`src/rtl/fetch_ctrl_pkg.sv`:
```
// fetch_ctrl_pkg: shared types for the instruction-fetch sequencer.
//   fetch_state_t : fetch FSM states
//   fetch_entry_t : one buffered {pc, instr} record
//   control_t     : per-cycle buffer controls produced by the FSM
package fetch_ctrl_pkg;

    typedef enum logic [1:0] {
        FETCH_REQ,
        FETCH_WAIT,
        FETCH_DRAIN
    } fetch_state_t;

    typedef struct packed {
        logic [63:0] pc;
        logic [31:0] instr;
    } fetch_entry_t;

    typedef struct packed {
        logic flush;
        logic push;
        logic pop;
    } control_t;

    localparam logic [63:0] PC_STEP = 64'd4;

    // Force word alignment of a fetch address.
    function automatic logic [63:0] align_pc(input logic [63:0] pc);
        return pc & ~64'd3;
    endfunction

endpackage

```
`src/rtl/fetch_fifo.sv`:
```
// fetch_fifo: DEPTH-entry FIFO of fetch_entry_t with registered head.
//   clk, rst_n   : clock, synchronous active-low reset
//   flush        : empty the buffer (head value held)
//   push, din    : enqueue an entry (caller guarantees space unless popping)
//   pop          : dequeue the head (ignored when empty)
//   head         : registered head entry; holds last value when empty
//   head_valid   : buffer non-empty
//   full         : buffer holds DEPTH entries
module fetch_fifo
    import fetch_ctrl_pkg::*;
#(
    parameter int unsigned DEPTH = 2
) (
    input  logic         clk,
    input  logic         rst_n,
    input  logic         flush,
    input  logic         push,
    input  fetch_entry_t din,
    input  logic         pop,
    output fetch_entry_t head,
    output logic         head_valid,
    output logic         full
);

    localparam int unsigned AW = $clog2(DEPTH);
    localparam logic [AW:0] CNT_FULL = (AW + 1)'(DEPTH);

    fetch_entry_t mem [DEPTH];
    fetch_entry_t head_q;
    fetch_entry_t head_nxt;
    logic [AW-1:0] rd_ptr;
    logic [AW-1:0] wr_ptr;
    logic [AW-1:0] rd_n;
    logic [AW:0]   cnt_q;
    logic [AW:0]   cnt_n;
    logic          do_push;
    logic          do_pop;

    always_comb begin
        do_pop  = pop && (cnt_q != '0);
        do_push = push && ((cnt_q != CNT_FULL) || do_pop);
        rd_n    = do_pop ? rd_ptr + AW'(1) : rd_ptr;
        cnt_n   = cnt_q;
        if (do_push && !do_pop) begin
            cnt_n = cnt_q + (AW + 1)'(1);
        end else if (!do_push && do_pop) begin
            cnt_n = cnt_q - (AW + 1)'(1);
        end
        // The incoming word becomes head when it lands in the slot the head
        // pointer will point at (buffer empty, or single entry being popped).
        head_nxt = (do_push && (wr_ptr == rd_n)) ? din : mem[rd_n];
    end

    always_ff @(posedge clk) begin
        if (do_push) begin
            mem[wr_ptr] <= din;
        end
    end

    always_ff @(posedge clk) begin
        if (!rst_n) begin
            rd_ptr <= '0;
            wr_ptr <= '0;
            cnt_q  <= '0;
            head_q <= '0;
        end else if (flush) begin
            rd_ptr <= '0;
            wr_ptr <= '0;
            cnt_q  <= '0;
        end else begin
            if (do_push) begin
                wr_ptr <= wr_ptr + AW'(1);
            end
            rd_ptr <= rd_n;
            cnt_q  <= cnt_n;
            if (cnt_n != '0) begin
                head_q <= head_nxt;
            end
        end
    end

    assign head       = head_q;
    assign head_valid = (cnt_q != '0);
    assign full       = (cnt_q == CNT_FULL);

endmodule

```
`src/rtl/fetch_ctrl.sv`:
```
// fetch_ctrl: instruction-fetch sequencer with one outstanding imem request.
//   clk, rst_n                       : clock, synchronous active-low reset
//   imem_req/imem_addr/imem_gnt      : request handshake (addr word aligned)
//   imem_rvalid/imem_rdata           : read response
//   instr_valid/instr/instr_pc       : buffered instruction to decode
//   instr_ready                      : decode takes the head
//   redirect/redirect_pc             : branch redirect, flushes buffer
module fetch_ctrl
    import fetch_ctrl_pkg::*;
#(
    parameter logic [63:0] RESET_PC = 64'h0,
    parameter int unsigned DEPTH    = 2
) (
    input  logic        clk,
    input  logic        rst_n,
    output logic        imem_req,
    output logic [63:0] imem_addr,
    input  logic        imem_gnt,
    input  logic        imem_rvalid,
    input  logic [31:0] imem_rdata,
    output logic        instr_valid,
    output logic [31:0] instr,
    output logic [63:0] instr_pc,
    input  logic        instr_ready,
    input  logic        redirect,
    input  logic [63:0] redirect_pc
);

    fetch_state_t state_q, state_d;
    logic [63:0]  fetch_pc_q, fetch_pc_d;
    logic [63:0]  req_pc_q, req_pc_d;
    control_t     ctrl;
    fetch_entry_t push_entry;
    fetch_entry_t head;
    logic         fifo_full;
    logic         granted;

    always_ff @(posedge clk) begin
        if (!rst_n) begin
            state_q    <= FETCH_REQ;
            fetch_pc_q <= RESET_PC;
            req_pc_q   <= '0;
        end else begin
            state_q    <= state_d;
            fetch_pc_q <= fetch_pc_d;
            req_pc_q   <= req_pc_d;
        end
    end

    always_comb begin
        state_d    = state_q;
        fetch_pc_d = fetch_pc_q;
        req_pc_d   = req_pc_q;
        ctrl       = '0;
        // rst_n gating keeps the request low while reset is held.
        imem_req   = rst_n && (state_q == FETCH_REQ) && !fifo_full;
        granted    = imem_req && imem_gnt;
        push_entry = '{pc: req_pc_q, instr: imem_rdata};

        ctrl.pop = instr_valid && instr_ready;

        unique case (state_q)
            FETCH_REQ: begin
                if (granted) begin
                    state_d    = FETCH_WAIT;
                    req_pc_d   = fetch_pc_q;
                    fetch_pc_d = fetch_pc_q + PC_STEP;
                end
            end
            FETCH_WAIT: begin
                if (imem_rvalid) begin
                    ctrl.push = 1'b1;
                    state_d   = FETCH_REQ;
                end
            end
            FETCH_DRAIN: begin
                if (imem_rvalid) begin
                    state_d = FETCH_REQ;
                end
            end
            default: state_d = FETCH_REQ;
        endcase

        // Redirect overrides everything above. Any request still outstanding
        // after this edge has its response drained; a response arriving this
        // very cycle closes the transaction, so fetch resumes immediately.
        if (redirect) begin
            ctrl       = '0;
            ctrl.flush = 1'b1;
            fetch_pc_d = align_pc(redirect_pc);
            unique case (state_q)
                FETCH_REQ:   state_d = granted ? FETCH_DRAIN : FETCH_REQ;
                FETCH_WAIT:  state_d = imem_rvalid ? FETCH_REQ : FETCH_DRAIN;
                FETCH_DRAIN: state_d = imem_rvalid ? FETCH_REQ : FETCH_DRAIN;
                default:     state_d = FETCH_REQ;
            endcase
        end
    end

    fetch_fifo #(
        .DEPTH(DEPTH)
    ) u_fifo (
        .clk       (clk),
        .rst_n     (rst_n),
        .flush     (ctrl.flush),
        .push      (ctrl.push),
        .din       (push_entry),
        .pop       (ctrl.pop),
        .head      (head),
        .head_valid(instr_valid),
        .full      (fifo_full)
    );

    assign imem_addr = fetch_pc_q;
    assign instr     = head.instr;
    assign instr_pc  = head.pc;

endmodule

```
`config.mk`:
```
export PLATFORM = sky130hd
export DESIGN_NAME = fetch_ctrl
export DESIGN_NICKNAME = d
export VERILOG_FILES = /design/src/rtl/fetch_ctrl_pkg.sv /design/src/rtl/fetch_fifo.sv /design/src/rtl/fetch_ctrl.sv
export SDC_FILE = /design/constraint.sdc
export NUM_CORES = 1
export LEC_CHECK = 0
export ABC_AREA = 1
export BUFFER_PORTS_ARGS = -buffer_cell sky130_fd_sc_hd__clkbuf_2
export CAP_MARGIN = 20
export CORE_UTILIZATION = 50
export DETAILED_ROUTE_END_ITERATION = 16
export MAX_ROUTING_LAYER = met4
export PLACE_DENSITY = 0.71
export SETUP_SLACK_MARGIN = 0.3
export SLEW_MARGIN = 10
export SYNTH_ARGS = -nofsm -noshare
export SYNTH_HDL_FRONTEND = slang
export SYNTH_SLANG_ARGS = --single-unit
```
`constraint.sdc`:
```
create_clock -name clk -period 7.9 [get_ports clk]
set_input_delay 0.395 -clock clk [delete_from_list [all_inputs] [get_ports clk]]
set_output_delay 0.395 -clock clk [all_outputs]
set_load 0.1 [all_outputs]
```
==> flow_summary_export.csv, run 1 <==
group,metric,value,unit
run_status,outcome,"complete, no violations",
layout,fin_nets,2837,
yosys,synth_edf_count,188,
hold_path,min_path_cells,1,
routing,vias,16700,
routing,firstDrtPassIters,7,
yosys,ys_top_cells_by_area,"edfxtp_1 (30%), dfxtp_1 (24%), nand2_1 (20%)",
global_routing,gr-total-overflow,0,
sta,tightestPinTransition,1.02,ns
critical_path,required,8.10,ns
floorplanning,core.rowCount,70,
layout,synthToLayoutAreaGrowth,16.4,%
yosys,synth_compound_area_frac,0.0626,
clocking,cts_buffer_depth,3,
routing,viasPerCell,5.11,
critical_path,crit_start,"redirect",
layout,stdcell_count,3271,
routing,wl_met3,3660,µm
critical_path,reg2regPathDepth,9,
critical_path,crit_type,"in2reg",
power,power_leakage,10.1,nW
sta,fin_crit_sh,0.518,
place,routabilityCongestion,0.986,
yosys,synthCells,2533,
place,io_buffer_count,257,
routing,drt-total-wl,54400,µm
global_routing,grt_pass1_vias,15600,
place,place_area,20500,µm²
routing,post-route-drc-count,0,
sta,slew_headroom,0.317,
sta,hold_viol,0,
sta,fin_skew,0.0173,ns
routing,ant_nets,0,
yosys,synth_most_common_cell,"nand2_1",
yosys,yosysUniqueCellTypes,32,
critical_path,timing.rr.start,"u_fifo.cnt_q[1]",
yosys,synth_top_cells_by_count,"nand2_1 (1001), nor2_1 (317), dfxtp_1 (224)",
clocking,worstSkewPairLatency,0.57,ns
critical_path,r2r_end,"u_fifo.mem[0][93]",
yosys,netlist.area_leader.share,0.297,
hold_path,whs_endpoint,"u_fifo.mem[1][29]",
layout,final_layout_size_suffix_gt1_frac,0.133,
yosys,ys.flop_type,"dfxtp_1",
clocking,cts_tree,"built",
hold_path,holdCritPathClass,"in2reg",
clocking,ctsHoldBuffers,0,
yosys,synth_fa_ha_area_frac,0.00396,
floorplanning,die_w,197,µm
critical_path,crit_arrival,4.29,ns
global_routing,grt_usage,0.292,
clocking,path_clk_slew,0.06,ns
floorplanning,die_h,197,µm
floorplanning,ioPinCount,264,
sta,clock.fmax,244,MHz
power,peakVddDrop,0.160,mV
yosys,synthArstFlopShare,0,
yosys,synth-seq-cells,412,
clocking,htreeDepth,2,
critical_path,startpoint_type,"primary input",
clocking,cts_setup_buffers,0,
clocking,cts_resized,0,
place,dp.cells,3185,
routing,drtIter0Drc,1249,
sta,rsz0062_at_grt,"no",
routing,highest_layer,"met4",
clocking,cts_buffers,45,
sta,finalSetupTns,0,ns
floorplanning,coreArea,37000,µm²
yosys,muxShareOfSynthArea,0,
global_routing,antenna_found_initial,1,
global_routing,grt_max_degree,106,
routing,drt-met1-wl,25200,µm
yosys,syn_avg_cell_area,7.49,µm²
clocking,cts_root_buf,"clkbuf_16",
yosys,synthXorXnorAreaFrac,0.00923,
clocking,cts_sinks,412,
power,powerDensity,237,nW/µm²
yosys,yosysTopAreaCell,"edfxtp_1",
floorplanning,initial_core_util,0.513,
hold_path,hp-start,"imem_rdata[29]",
sta,setup_viol_count_final,0,
sta,drv_slew,0,
layout,finalInstanceArea,22100,µm²
yosys,synthSimpleGateAreaFrac,0.314,
sta,period_needed,4.09,ns
place,dp_hpwl,35400,µm
routing,wl_met2,23900,µm
floorplanning,dieArea,38700,µm²
critical_path,regToRegSetupSlack,4.01,ns
global_routing,grt_pass1_wl,86100,µm
run,maxCapViolations,0,
critical_path,cp_max_fo,57,
yosys,synth_top_family_by_area,"simple AND/OR/NAND/NOR gates",
critical_path,endpoint_kind,"flip-flop",
yosys,yosysSeqAreaShare,0.534,
yosys,yosys_warnings,0,
routing,wl_per_cell,16.6,µm
yosys,syn_area,19000,µm²
-- metrics by stage --
step | worst slack (ns) | utilization | power (mW) | hold WS [ns]
after global routing | 3.56 | 0.598 | 5.40 | 0.0141
after CTS | 3.81 | 0.597 | 5.26 | 0.0140
after detailed placement | 3.21 | 0.555 | 3.09 | 0.460
final | 3.81 | 0.598 | 5.23 | 0.0377
after floorplan | 1.49 | - | 2.93 | 0.443
after global placement | 3.29 | 0.554 | 3.07 | 0.456
-- placed cells by master, fill, tap and decap left out, types with 2 or more instances in the layout --
cell / instances
nand2_2: 5
o211ai_1: 2
ha_1: 6
nand2_1: 999
o21ai_1: 3
clkbuf_2: 256
inv_1: 220
nand3b_1: 4
clkinv_1: 4
clkbuf_1: 9
nor2_1: 315
dfxtp_1: 224
buf_4: 16
conb_1: 4
clkinv_2: 9
clkbuf_16: 48
clkinvlp_4: 3
buf_12: 2
bufinv_16: 5
inv_2: 6
edfxtp_1: 188
xor2_1: 15
inv_6: 2
nand4_1: 14
a21oi_1: 106
xnor2_1: 5
nor2_4: 5
nand3_1: 160
clkbuf_8: 5
a31oi_1: 16
nor3_1: 3
o21ai_0: 100
-- worst max-delay path: stages --
cell      delay, ns
clkbuf_2       0.08
buf_4          0.30
inv_2          0.50
nand3_2        0.30
a21boi_4       0.67
buf_4          0.46
inv_1          0.18
nor2_4         0.74
buf_4          0.57
-- area by class of cell --
cell class / count / area, µm²
Clock inverter: 22 / 246
Sequential cell: 412 / 10100
Inverter: 227 / 852
Fill cell: 3426 / 14900
Antenna cell: 1 / 2.50
Clock buffer: 62 / 1300
Multi-Input combinational cell: 1768 / 7450
Timing Repair Buffer: 275 / 1470
Tap cell: 504 / 631
-- where the power goes --
part	leakage (nW)	internal, mW	switching, mW
clock	0.758	1.32	0.858
combinational	5.69	0.121	0.549
sequential	3.65	2.30	0.0751
total	10.1	3.74	1.48
-- how the worst max path moves through the flow --
stage,end,slack (ns)
4_1_cts,u_fifo.mem[0][92],3.81
2_1_floorplan,u_fifo.mem[1][0],1.49
3_3_place_gp,u_fifo.head[76],3.29
6_report,u_fifo.mem[0][93],3.81
3_5_place_dp,u_fifo.mem[0][0],3.21
5_1_grt,u_fifo.mem[0][93],3.56
-- flip-flops by register name (all words and copies together) (netlist names) --
signal / flops
imem_addr: 62
req_pc_q: 62
state_q: 2
u_fifo.cnt_q: 2
u_fifo.head: 94
u_fifo.mem: 188
u_fifo.rd_ptr: 1
u_fifo.wr_ptr: 1
-- per-layer routing --
metal | global-route usage | vias up
met2 | 0.438 | 544
met1 | 0.406 | 7709
met3 | 0.0455 | 86
li1 | - | 8373
met5 | - | -
met4 | 0.0950 | 0
-- cells by family after synthesis --
group           Yosys count
buf+inv                 356
other cells               1
xor+xnor                 20
compound gates          230
fa+ha+maj                 6
flops                   412
simple gates           1508
(Power assumes the default switching activity.)
==> run 2, diff against run 1 <==
Settings changed: ABC_AREA 1 to 0, PLACE_DENSITY 0.71 to 0.74.
Clock period 7.9 ns to 3.4 ns, I/O delays scaled along.
==> run 2 against run 1 <==
  * First-iteration DRC count decreased by 16%
  * Combinational power increased by 60%
  * Clock-buffer cell count increased by 4
  * Utilization increased by 2.9 points
==> flow_summary_export.csv, run 2 <==
group,metric,value,unit
yosys,synth_most_common_cell,"nand2_1",
run_status,outcome,"complete, no violations",
floorplanning,dieArea,36900,µm²
sta,setup_viol_count_final,0,
power,power_frac_comb,0.097,
floorplanning,initial_core_util,0.508,
global_routing,grt_usage,0.273,
place,place_ws,0.597,ns
critical_path,required,3.84,ns
routing,drtIter0Drc,1050,
sta,hold-worst-slack,0.0706,ns
place,routabilityCongestion,0.836,
clocking,cts_tree,"built",
critical_path,crit_chain,"dlygate4sd3_1 > buf_8 > buf_4 > and4b_4 > nand4_1 > xor2_1 > nand2_1 > o211a_1 > dlygate4sd3_1",
routing,drt-total-wl,49100,µm
clocking,path_clk_slew,0.06,ns
sta,slew_headroom,0.394,
critical_path,crit_type,"in2reg",
floorplanning,core.rowCount,69,
power,switching_share,0.257,
critical_path,reg2regPathDepth,7,
routing,firstDrtPassIters,6,
yosys,yosys_warnings,0,
yosys,yosysUniqueCellTypes,60,
run,maxCapViolations,0,
layout,final_core_util,0.627,
critical_path,startpoint_type,"primary input",
sta,tightestPinTransition,0.909,ns
critical_path,cp_max_fo,71,
critical_path,cp_top_family,"buffers and inverters",
critical_path,cpPeakStageDelay,0.64,ns
clocking,cts_sinks,412,
routing,vias,14200,
layout,regMostFlops,"u_fifo.mem",
layout,stdcell_count,2442,
critical_path,cp_slowest_cell,"and4b_4",
floorplanning,coreArea,35600,µm²
critical_path,timing.rr.start,"state_q[1]",
layout,layout_commonest_cell,"nand2_1",
yosys,ys_top_cells_by_area,"edfxtp_1 (31%), dfxtp_1 (25%), mux2_2 (6.0%)",
critical_path,crit_top_cell,"dlygate4sd3_1",
hold_path,holdCritPathClass,"in2reg",
critical_path,crit_arrival,3.38,ns
clocking,cts_buffer_depth,3,
global_routing,gr-total-overflow,0,
sta,clock.fmax,340,MHz
clocking,cts_buffers,44,
layout,final_layout_size_suffix_gt1_frac,0.241,
power,p_sw,2.85,mW
routing,viasPerCell,5.80,
clocking,cts_root_buf,"clkbuf_16",
sta,hold_viol,0,
yosys,syn_area,18100,µm²
critical_path,r2r_end,"imem_addr[48]",
clocking,worstSkewPairLatency,0.58,ns
critical_path,regToRegSetupSlack,0.54,ns
sta,drv_slew,0,
routing,ant_nets,0,
clocking,htreeDepth,2,
critical_path,endpoint_kind,"flip-flop",
yosys,yosysTopAreaCell,"edfxtp_1",
place,dp_hpwl,29600,µm
power,pwr-share-clk,0.420,
power,p_int,8.26,mW
sta,rsz0062_at_grt,"yes",
power,peakVddDrop,0.408,mV
routing,post-route-drc-count,0,
layout,synthToLayoutAreaGrowth,23.3,%
yosys,synth_edf_count,188,
sta,finalSetupTns,0,ns
layout,largest_reg_flops,188,
power,fin_total_pwr,11.1,mW
power,power_leakage,8.93,nW
critical_path,crit_start,"rst_n",
floorplanning,die_w,192,µm
power,powerDensity,499,nW/µm²
sta,fin_ws,0.460,ns
sta,fin_skew,0.0236,ns
place,place_area,19900,µm²
yosys,syn_avg_cell_area,11.1,µm²
yosys,yosysSeqAreaShare,0.561,
critical_path,critPathBufInv,4,
place,io_buffer_count,257,
yosys,netlist.area_leader.share,0.312,
global_routing,grt_pass1_wl,75600,µm
critical_path,worstSetupEndpoint,"imem_addr[6]",
floorplanning,die_h,192,µm
yosys,synthArstFlopShare,0,
yosys,synthCells,1635,
yosys,synth_top_cells_by_count,"nand2_1 (259), dfxtp_1 (224), edfxtp_1 (188)",
yosys,ys.flop_type,"dfxtp_1",
critical_path,cp.depth,9,
place,dp.cells,2253,
global_routing,antenna_found_initial,7,
layout,nFillCells,2827,
layout,fin_nets,2047,
global_routing,grt_max_degree,213,
global_routing,grt_pass1_vias,13700,
yosys,synth-seq-cells,412,
layout,final_cell_mix,"nand2_1 (259), clkbuf_2 (256), dfxtp_1 (222)",
sta,period_needed,2.94,ns
layout,finalInstanceArea,22300,µm²
routing,wl_per_cell,20.1,µm
sta,fin_crit_sh,0.865,
floorplanning,ioPinCount,264,
power,seqPwrFrac,0.484,
[run 2: power by group through the flow]
| stage | Clock [mW] | Sequential (mW) | Combinational [mW] |
|---|---|---|---|
| floorplan | 0 | 5.83 | 0.344 |
| global placement | 0 | 5.47 | 0.954 |
| detailed placement | 0 | 5.48 | 0.967 |
| CTS | 4.76 | 5.37 | 1.06 |
| global route | 4.94 | 5.39 | 1.13 |
| finish | 4.66 | 5.38 | 1.07 |
[run 2: layout make-up]
class                   count  area (µm²)  share of cell area
diodes                      7        17.5            0.000786
flip-flops and latches    412       10100               0.455
clock buffers              66        1250              0.0562
multi-input cells        1077        7450               0.334
repair buffers            390        2660               0.120
inverters                  14        52.6             0.00236
well taps                 461         577              0.0259
clock inverters            15         140             0.00629
[run 2: worst min-delay path, cell delays in order]
cell and delay, ns:
clkbuf_2 0.08, o21ai_0 0.08, nor2_1 0.12, o311a_1 0.15
[run 2: how the worst min path moves through the flow]
stage	start	to	depth (start not counted)
floorplan	imem_rdata[0]	u_fifo.mem[0][0]	0
global placement	imem_rdata[11]	u_fifo.mem[0][11]	1
detailed placement	imem_rdata[25]	u_fifo.mem[0][25]	1
CTS	redirect_pc[60]	imem_addr[60]	4
global route	redirect_pc[60]	imem_addr[60]	4
finish	redirect_pc[60]	imem_addr[60]	4
[run 2: logic make-up after synthesis]
group / share of synthesized area
adders and majority gates: 0.00415
buffers and inverters: 0.0330
DFF: 0.561
AOI/OAI and AO/OA: 0.150
other: 0.000207
xor gates and xnor gates: 0.0165
muxes: 0.112
and+or+nand+nor: 0.123
[run 2: repair_timing]
action,4_1_cts,5_1_grt
buffers inserted,0,0
hold endpoints to repair,145,0
setup endpoints to repair,0,4
hold buffers,101,0
resized for setup,0,3
[run 2: per-layer routing]
metal,routed length (µm),up-vias,global-route usage
met3,3620,89,0.0504
li1,-,6643,-
met2,23500,564,0.439
met1,20700,6856,0.345
met4,1300,0,0.0933
met5,0,-,-
==> run 3, diff against run 2 <==
Settings changed: CAP_MARGIN 20 to default, CELL_PAD_IN_SITES_DETAIL_PLACEMENT from default to 2, CELL_PAD_IN_SITES_GLOBAL_PLACEMENT from default to 2, CORE_UTILIZATION 50 to 35, CTS_BUF_LIST from default to sky130_fd_sc_hd__clkbuf_4, PLACE_DENSITY 0.74 to default, PLACE_DENSITY_LB_ADDON from default to 0.1.
==> run 3 against run 2 <==
  * Worst setup slack better by 0.050 ns
  * First-iteration DRC count shrank 27%
  * Utilization shrank 16 points
  * Cell count grew 17%
  * Sequential power is essentially flat
  * Clock power rose by 8.4%
  * Via count up 6.8%
  * Highest routed layer unchanged
  * Sequential share of layout area fell by 2.5 points
  * Final area is 5.8% higher
  * Clock skew rose by 0.0092 ns
  * Routed wire length is 31% higher
==> flow_summary_export.csv, run 3 (synthesized netlist as in run 2, its figures left out) <==
group,metric,value,unit
routing,wl_per_cell,22.4,µm
floorplanning,dieArea,52500,µm²
clocking,path_clk_slew,0.06,ns
sta,setup_viol_count_final,0,
power,p_sw,3.15,mW
layout,final_cell_mix,"nand2_1 (259), clkbuf_2 (256), dfxtp_1 (222)",
critical_path,crit_arrival,3.64,ns
global_routing,grt_pass1_vias,16900,
sta,finalSetupTns,0,ns
routing,viasPerCell,5.28,
power,power_leakage,9.56,nW
sta,fin_crit_sh,0.850,
layout,regMostFlops,"u_fifo.mem",
layout,nFillCells,5222,
hold_path,min_path_cells,2,
power,seqPwrFrac,0.464,
sta,clock.fmax,346,MHz
power,switching_share,0.271,
floorplanning,coreArea,50600,µm²
sta,rsz0062_at_grt,"no",
global_routing,grt_pass1_wl,99400,µm
power,peakVddDrop,0.225,mV
routing,post-route-drc-count,0,
sta,fin_skew,0.0328,ns
routing,drt-total-wl,64100,µm
clocking,worstSkewPairLatency,0.88,ns
layout,final_layout_size_suffix_gt1_frac,0.287,
sta,slew_headroom,0.382,
clocking,htreeDepth,3,
hold_path,holdCritPathClass,"in2reg",
floorplanning,ioPinCount,264,
floorplanning,die_w,229,µm
critical_path,crit_top_cell,"dlygate4sd3_1",
routing,drtIter0Drc,764,
clocking,cts_buffer_depth,3,
global_routing,grt_max_degree,196,
critical_path,startpoint_type,"flip-flop",
floorplanning,die_h,229,µm
critical_path,endpoint_kind,"flip-flop",
place,io_buffer_count,257,
critical_path,cpPeakStageDelay,0.57,ns
power,power_frac_comb,0.102,
hold_path,whs_endpoint,"u_fifo.mem[0][1]",
power,fin_total_pwr,11.6,mW
global_routing,grt_usage,0.252,
place,place_ws,0.402,ns
global_routing,antenna_found_initial,7,
floorplanning,initial_core_util,0.357,
global_routing,gr-total-overflow,0,
critical_path,r2r_end,"imem_addr[4]",
place,dp_hpwl,38100,µm
floorplanning,core.rowCount,82,
critical_path,timing.rr.start,"state_q[1]",
clocking,cts_sinks,412,
critical_path,crit_chain,"inv_1 > ha_1 > and4b_2 > nand2_1 > xor2_1 > o21ai_0 > dlygate4sd3_1 > and2_1 > dlygate4sd3_1",
hold_path,hp-start,"imem_rdata[1]",
critical_path,cp_slowest_cell,"dlygate4sd3_1",
sta,fin_ws,0.510,ns
run_status,outcome,"complete, no violations",
critical_path,cp_top_family,"buffers and inverters",
critical_path,required,4.15,ns
layout,fin_nets,2194,
routing,firstDrtPassIters,5,
place,routabilityCongestion,0.789,
layout,largest_reg_flops,188,
sta,drv_slew,0,
clocking,cts_buffers,112,
layout,stdcell_count,2860,
critical_path,regToRegSetupSlack,0.51,ns
power,p_int,8.46,mW
layout,synthToLayoutAreaGrowth,30.5,%
critical_path,critPathBufInv,3,
clocking,cts_root_buf,"clkbuf_4",
place,dp.cells,2470,
routing,ant_nets,0,
sta,period_needed,2.89,ns
critical_path,reg2regPathDepth,9,
routing,vias,15100,
critical_path,cp_max_fo,12,
run,maxCapViolations,0,
power,pwr-share-clk,0.435,
power,powerDensity,492,nW/µm²
clocking,cts_tree,"built",
layout,layout_commonest_cell,"nand2_1",
sta,tightestPinTransition,0.928,ns
critical_path,crit_type,"reg2reg",
sta,hold_viol,0,
[run 3: cell count changes in the layout (fill, tap and decap cells not counted), moves of 3 or more]
cell / previous run / this run
buf_4: 22 / 34
bufinv_16: 2 / 5
clkbuf_8: 7 / 0
clkbuf_16: 44 / 0
buf_12: 9 / 12
clkbuf_4: 0 / 188
clkinv_1: 5 / 13
dlygate4sd3_1: 101 / 166
clkbuf_1: 15 / 0
clkinv_2: 4 / 0
[run 3: final cells by class]
| type | instances | area, µm² | area share |
|---|---|---|---|
| flip-flops and latches | 412 | 10100 | 0.430 |
| multi-input cells | 1077 | 7460 | 0.316 |
| repair buffers | 469 | 3450 | 0.146 |
| clock buffers | 188 | 1410 | 0.0598 |
| well taps | 672 | 841 | 0.0357 |
| clock inverters | 20 | 215 | 0.00913 |
| inverters | 14 | 52.6 | 0.00223 |
| diodes | 8 | 20.0 | 0.000849 |
[run 3: routing by layer]
layer,GRT usage,vias to the layer above,wire (µm)
li1,-,7005,-
met1,0.305,7718,28200
met2,0.422,296,32100
met3,0.0442,90,2360
met4,0.0869,0,1400
met5,-,-,0
[run 3: through the flow]
step	cell area [µm²]	hold slack (ns)	utilization
floorplan	18100	0.269	-
global placement	20200	0.373	0.399
detailed placement	20200	0.378	0.399
CTS	23500	0.00158	0.464
global route	23600	0.0394	0.466
finish	23600	0.104	0.466
[run 3: worst max-delay path by stage]
stage / startpoint / end / slack, ns / cells after the start
after global placement: state_q[1] / imem_addr[50] / 0.51 / 7
after detailed placement: state_q[0] / u_fifo.head[49] / 0.40 / 7
after CTS: state_q[0] / imem_addr[10] / 0.37 / 9
final: state_q[1] / imem_addr[4] / 0.51 / 9
after global routing: state_q[1] / imem_addr[4] / 0.34 / 9
after floorplan: u_fifo.cnt_q[0] / u_fifo.mem[0][0] / -0.08 / 5
[run 3: power groups by stage]
stage               Combinational (mW)  Sequential (mW)  Clock, mW
floorplan                        0.344             5.83          0
global placement                 0.992             5.49          0
detailed placement                1.01             5.49          0
CTS                               1.17             5.38       5.19
global route                      1.24             5.40       5.49
finish                            1.18             5.38       5.05
[run 3: what timing repair did]
item                                    CTS  global route
endpoints found under the setup margin    0            43
hold endpoints to repair                186             0
hold buffers                            166             0
buffers inserted                          0             8
resized for setup                         0             2
